===== src/rtl/s2p16_deser_if.sv =====
// Serial-in / parallel-out bus for s2p16_deser; perr exists only when
// S2P16_PARITY_CHK_EN is defined.
interface s2p16_deser_if #(
  parameter int unsigned WIDTH = 16
) ();
  logic             sen;
  logic             sdi;
  logic             sfs;
  logic [WIDTH-1:0] dout;
  logic             dvld;
  logic             busy;
  logic             ferr;
`ifdef S2P16_PARITY_CHK_EN
  logic             perr;

  modport master (
    output sen, sdi, sfs,
    input  dout, dvld, busy, ferr, perr
  );
  modport slave (
    input  sen, sdi, sfs,
    output dout, dvld, busy, ferr, perr
  );
`else
  modport master (
    output sen, sdi, sfs,
    input  dout, dvld, busy, ferr
  );
  modport slave (
    input  sen, sdi, sfs,
    output dout, dvld, busy, ferr
  );
`endif
endinterface


===== src/rtl/s2p16_deser.sv =====
// Framed serial-to-parallel deserializer with one-cycle DVLD/FERR strobes.
// Define S2P16_PARITY_CHK_EN to add a trailing even-parity bit check (PAR state, PERR).
module s2p16_deser #(
  parameter int unsigned WIDTH     = 16,
  parameter bit          MSB_FIRST = 1'b1
) (
  input logic          i_ck,
  input logic          i_clr,
  s2p16_deser_if.slave io_bus
);
  localparam int unsigned CW = $clog2(WIDTH + 1);
  localparam logic [CW-1:0] CNT_LAST = CW'(WIDTH - 1);

  localparam logic [1:0] ST_IDLE  = 2'd0;
  localparam logic [1:0] ST_SHIFT = 2'd1;
`ifdef S2P16_PARITY_CHK_EN
  localparam logic [1:0] ST_PAR   = 2'd2;
  localparam logic [CW-1:0] CNT_PAR = CW'(WIDTH);
`endif

  logic [1:0]       r_state, w_state_nxt;
  logic [WIDTH-1:0] r_shift, w_shift_nxt;
  logic [CW-1:0]    r_cnt,   w_cnt_nxt;
  logic [WIDTH-1:0] r_dout,  w_dout_nxt;
  logic             r_dvld,  w_dvld_nxt;
  logic             r_ferr,  w_ferr_nxt;
  logic             r_busy;
  logic [WIDTH-1:0] w_first;
  logic [WIDTH-1:0] w_shifted;
`ifdef S2P16_PARITY_CHK_EN
  logic             r_perr,  w_perr_nxt;
  logic             w_par_ok;

  assign w_par_ok = ~(^{r_shift, io_bus.sdi});
`endif

  // The first bit enters at the end that walks to DOUT[WIDTH-1] (MSB_FIRST) or DOUT[0].
  generate
    if (MSB_FIRST) begin : g_msb
      assign w_first   = {{(WIDTH-1){1'b0}}, io_bus.sdi};
      assign w_shifted = {r_shift[WIDTH-2:0], io_bus.sdi};
    end else begin : g_lsb
      assign w_first   = {io_bus.sdi, {(WIDTH-1){1'b0}}};
      assign w_shifted = {io_bus.sdi, r_shift[WIDTH-1:1]};
    end
  endgenerate

  always_comb begin
    w_state_nxt = r_state;
    w_shift_nxt = r_shift;
    w_cnt_nxt   = r_cnt;
    w_dout_nxt  = r_dout;
    w_dvld_nxt  = 1'b0;
    w_ferr_nxt  = 1'b0;
`ifdef S2P16_PARITY_CHK_EN
    w_perr_nxt  = 1'b0;
`endif
    if (io_bus.sen) begin
      case (r_state)
        ST_IDLE: begin
          if (io_bus.sfs) begin
            w_shift_nxt = w_first;
            w_cnt_nxt   = CW'(1);
            w_state_nxt = ST_SHIFT;
          end
        end
        ST_SHIFT: begin
          if (io_bus.sfs) begin
            w_ferr_nxt  = 1'b1;
            w_shift_nxt = w_first;
            w_cnt_nxt   = CW'(1);
          end else if (r_cnt == CNT_LAST) begin
            w_shift_nxt = w_shifted;
`ifdef S2P16_PARITY_CHK_EN
            w_cnt_nxt   = CNT_PAR;
            w_state_nxt = ST_PAR;
`else
            w_dout_nxt  = w_shifted;
            w_dvld_nxt  = 1'b1;
            w_cnt_nxt   = '0;
            w_state_nxt = ST_IDLE;
`endif
          end else begin
            w_shift_nxt = w_shifted;
            w_cnt_nxt   = r_cnt + CW'(1);
          end
        end
`ifdef S2P16_PARITY_CHK_EN
        ST_PAR: begin
          if (io_bus.sfs) begin
            w_ferr_nxt  = 1'b1;
            w_shift_nxt = w_first;
            w_cnt_nxt   = CW'(1);
            w_state_nxt = ST_SHIFT;
          end else begin
            w_cnt_nxt   = '0;
            w_state_nxt = ST_IDLE;
            if (w_par_ok) begin
              w_dout_nxt = r_shift;
              w_dvld_nxt = 1'b1;
            end else begin
              w_perr_nxt = 1'b1;
            end
          end
        end
`endif
        default: begin
          w_cnt_nxt   = '0;
          w_state_nxt = ST_IDLE;
        end
      endcase
    end
  end

  always_ff @(posedge i_ck or posedge i_clr) begin
    if (i_clr) begin
      r_state <= ST_IDLE;
      r_shift <= '0;
      r_cnt   <= '0;
      r_dout  <= '0;
      r_dvld  <= 1'b0;
      r_ferr  <= 1'b0;
      r_busy  <= 1'b0;
`ifdef S2P16_PARITY_CHK_EN
      r_perr  <= 1'b0;
`endif
    end else begin
      r_state <= w_state_nxt;
      r_shift <= w_shift_nxt;
      r_cnt   <= w_cnt_nxt;
      r_dout  <= w_dout_nxt;
      r_dvld  <= w_dvld_nxt;
      r_ferr  <= w_ferr_nxt;
      r_busy  <= (w_state_nxt != ST_IDLE);
`ifdef S2P16_PARITY_CHK_EN
      r_perr  <= w_perr_nxt;
`endif
    end
  end

  assign io_bus.dout = r_dout;
  assign io_bus.dvld = r_dvld;
  assign io_bus.busy = r_busy;
  assign io_bus.ferr = r_ferr;
`ifdef S2P16_PARITY_CHK_EN
  assign io_bus.perr = r_perr;
`endif
endmodule


===== src/flat_wrapper.sv =====
// flat-port wrapper written by rule: the top's interface ports become plain ports
module s2p16_deser_flat 
#(
  parameter int unsigned WIDTH     = 16,
  parameter bit          MSB_FIRST = 1'b1
)
  (i_ck, i_clr, io_bus_sen, io_bus_sdi, io_bus_sfs, io_bus_dout, io_bus_dvld, io_bus_busy, io_bus_ferr);
  s2p16_deser_if #(.WIDTH(WIDTH)) io_bus_i ();
  input logic i_ck;
  input logic i_clr;
  input wire logic [$bits(io_bus_i.sen)-1:0] io_bus_sen;
  input wire logic [$bits(io_bus_i.sdi)-1:0] io_bus_sdi;
  input wire logic [$bits(io_bus_i.sfs)-1:0] io_bus_sfs;
  output wire logic [$bits(io_bus_i.dout)-1:0] io_bus_dout;
  output wire logic [$bits(io_bus_i.dvld)-1:0] io_bus_dvld;
  output wire logic [$bits(io_bus_i.busy)-1:0] io_bus_busy;
  output wire logic [$bits(io_bus_i.ferr)-1:0] io_bus_ferr;
  assign io_bus_i.sen = io_bus_sen;
  assign io_bus_i.sdi = io_bus_sdi;
  assign io_bus_i.sfs = io_bus_sfs;
  assign io_bus_dout = io_bus_i.dout;
  assign io_bus_dvld = io_bus_i.dvld;
  assign io_bus_busy = io_bus_i.busy;
  assign io_bus_ferr = io_bus_i.ferr;
  s2p16_deser #(.WIDTH(WIDTH), .MSB_FIRST(MSB_FIRST)) u_core (.i_ck(i_ck), .i_clr(i_clr), .io_bus(io_bus_i));
endmodule

===== config.mk =====
export PLATFORM = sky130hd
export DESIGN_NAME = s2p16_deser_flat
export DESIGN_NICKNAME = d
export VERILOG_FILES = /design/src/rtl/s2p16_deser_if.sv /design/src/rtl/s2p16_deser.sv /design/src/flat_wrapper.sv
export SDC_FILE = /design/constraint.sdc
export NUM_CORES = 1
export LEC_CHECK = 0
export BUFFER_PORTS_ARGS = -buffer_cell sky130_fd_sc_hd__buf_2
export CAP_MARGIN = 20
export CORE_MARGIN = 1.5
export CORE_UTILIZATION = 50
export CTS_CLUSTER_SIZE = 8
export DETAILED_ROUTE_END_ITERATION = 12
export PLACE_DENSITY = 0.76
export SYNTH_ARGS = -nofsm -noshare
export SYNTH_HDL_FRONTEND = slang
export SYNTH_SLANG_ARGS = --single-unit

===== constraint.sdc =====
create_clock -name i_ck -period 4.5 [get_ports i_ck]
set_input_delay 0.675 -clock i_ck [delete_from_list [all_inputs] [get_ports i_ck]]
set_output_delay 0.675 -clock i_ck [all_outputs]
set_load 0.02 [all_outputs]

==> results.ini <==
[logic_synthesis]
ys_ff_latch = 41
netlist_area_um2 = 1600
syn-num-nets = 113
synth.distinct_cells = 28
ys_top_cells_by_area = dfrtp_1 64%, a22o_1 9.3%, mux2_1 6.3%
yosys_warnings = 0
synthCells = 107
syn_avg_cell_area_um2 = 15.0
ys_seq_area_share_pct = 64.1
synth.top_cell.area_share_pct = 64.1
yosysTopAreaCell = dfrtp_1

[clock_network]
cts_buffer_depth = 2
root_buffer = clkbuf_4
clk_latency_ns = 0.33
postCtsHoldBufs = 0
path_clk_slew_ns = 0.12
cts_tree = built
cts.sinks = 41
ctsResizeCount = 0
cts_made_buffers = 5
h-tree-depth = 2
cts_setup_buffers = 0

[drt]
wl_um = 2430
ant_nets = 0
drcViolationCount = 0
dr.pass1.iters = 2
wire_per_inst_um = 13.6
avgViaCountPerCell = 5.36
vias = 959
first_iter_violations = 32

[placed_design]
io_buffers = 23
place.gp.congestion = 0.810
dpl_worst_slack_ns = 2.03
placed_cells = 171
hpwl_um = 1620
postPlaceCellArea_um2 = 1750

[worst_hold_path]
hold_class = primary input to async pin

[worst_setup_path]
crit_required_ns = 4.73
slowest_stage = and2_1
path_class = register to register
crit_arrival_ns = 2.29
slowest_delay_ns = 0.61
endpoint_kind = register
cp_num_buf_inv = 0
crit_fanout = 17
path_delay_family = simple AND/OR/NAND/NOR gates
start_kind = register
cp_cell_sequence = ha_1 -> and4b_1 -> and2_1 -> mux2_2

[grt]
grt_pass1_wl_um = 3930
track_usage_pct = 15.4
grt_max_degree = 42
overflow = 0
grt_pass1_vias = 854
antenna_found_initial = 0

[flow_run]
drv_cap = 0

[final_layout]
antenna_cells = 0
layout_commonest_cell = dfrtp_1
layout.nets = 140
nFillCells = 273
drive_gt1_share_pct = 31.1
area_delta_synth_final_pct = 14.8
stdcell_area_um2 = 1840
layout_common_cells = 41 x dfrtp_1, 23 x buf_2, 17 x a22o_1
final_cells = 179

[sta]
slew_headroom_pct = 41.9
slew_viol_final = 0
rsz0062_at_grt = no
fin_crit_sh_pct = 45.9
fmax_mhz = 484
layout_setup_ws_ns = 2.44
setup_viol = 0
hold_slack_ns = 0.437
fin_tns_setup_ns = 0
finClkSkew_ns = 0.00814
hold_violations = 0
worst_slew_pin_slew_ns = 0.864
period_minus_slack_ns = 2.06

[pwr]
power-per-cell-area_nw_per_um2 = 365
p_leak_nw = 0.969
ir_drop_v = 0.000192

[floorplan]
core_um2 = 3050
rows = 20
ioPinCount = 24
die_h_um = 59.6
dieArea_um2 = 3550
initial_core_util_pct = 52.4
die_x_um = 59.6

[status]
status = finished, final reports clean

path summary, 6_finish.rpt:
check	from	endpoint	slack, ns	cells after the start
min in group i_ck	u_core.r_cnt[4]	u_core.r_cnt[4]	0.49	1
max	u_core.r_cnt[0]	u_core.io_bus.dout[10]	2.44	4
min	i_clr	u_core.r_shift[4]	0.44	3
max reg2reg	u_core.r_cnt[0]	u_core.io_bus.dout[10]	2.44	4
max in group asynchronous	i_clr	u_core.r_cnt[3]	3.73	3
min reg2reg	u_core.r_cnt[4]	u_core.r_cnt[4]	0.49	1
through the flow:
step                      power, W  utilization, %
after CTS                 0.000678            60.2
after global placement    0.000435            57.4
final                     0.000671            60.2
after detailed placement  0.000436            57.4
after global routing      0.000700            60.2
after floorplan           0.000425               -
logic make-up after synthesis:
kind of cell / synth area share, %
flops: 64.1
compound gates: 13.6
mux: 12.0
simple gates: 7.19
buf+inv: 2.35
fa+ha+maj: 0.782
per-layer routing:
| metal | vias to the layer above | wire length (µm) | GRT usage (%) | part of all wire (%) |
|---|---|---|---|---|
| met1 | 477 | 1150 | 21.1 | 47 |
| met4 | 0 | 42 | 7.62 | 1.7 |
| li1 | 460 | - | - | - |
| met3 | 5 | 95 | 4.59 | 3.9 |
| met5 | - | 0 | 0 | 0 |
| met2 | 17 | 1140 | 22.3 | 47 |
tightest hold or removal path, delay by kind of cell:
| family | cells | cell delay [ns] |
|---|---|---|
| buffers and inverters | 3 | 0.54 |
power by group:
part / leakage (nW) / total, W / switching, W / internal, W
Combinational: 0.371 / 0.0000392 / 0.0000224 / 0.0000169
Sequential: 0.553 / 0.000390 / 0.0000105 / 0.000379
Clock: 0.0455 / 0.000242 / 0.000109 / 0.000133
Yosys cell counts:
cell type  instances
or3b_4             1
o21a_1             2
nor2b_1            3
and3_1             1
dfrtp_1           41
mux2_1             9
and4b_1            1
a221o_1            1
o31ai_1            1
clkbuf_1           2
mux2_2             8
a31oi_1            1
nand3_1            2
a22o_1            17
ha_1               1
and4bb_4           1
buf_6              1
o21bai_1           1
buf_4              2
nor4b_1            1
o21ai_0            3
a21o_1             1
or4bb_1            1
nor3_1             1
and2_1             1
nand2_1            1
inv_1              1
or4_1              1
sequential cells by signal (all words and copies together) (netlist names):
register and flops:
u_core.io_bus.busy 1, u_core.r_cnt 5, u_core.io_bus.ferr 1, u_core.r_state 2, u_core.io_bus.dout 16, u_core.r_shift 15
u_core.io_bus.dvld 1
cell type report:
cell class,instances,area [µm²],share of cell area (%)
clock inverter,1,30.0,1.63
timing repair buffer,25,130,7.08
tap,44,55.1,3.00
inverter,1,3.75,0.204
clock buffer,7,55.1,3.00
sequential,41,1030,55.9
multi-input combinational,60,537,29.2
No activity file was read; power rests on OpenSTA's default activity.
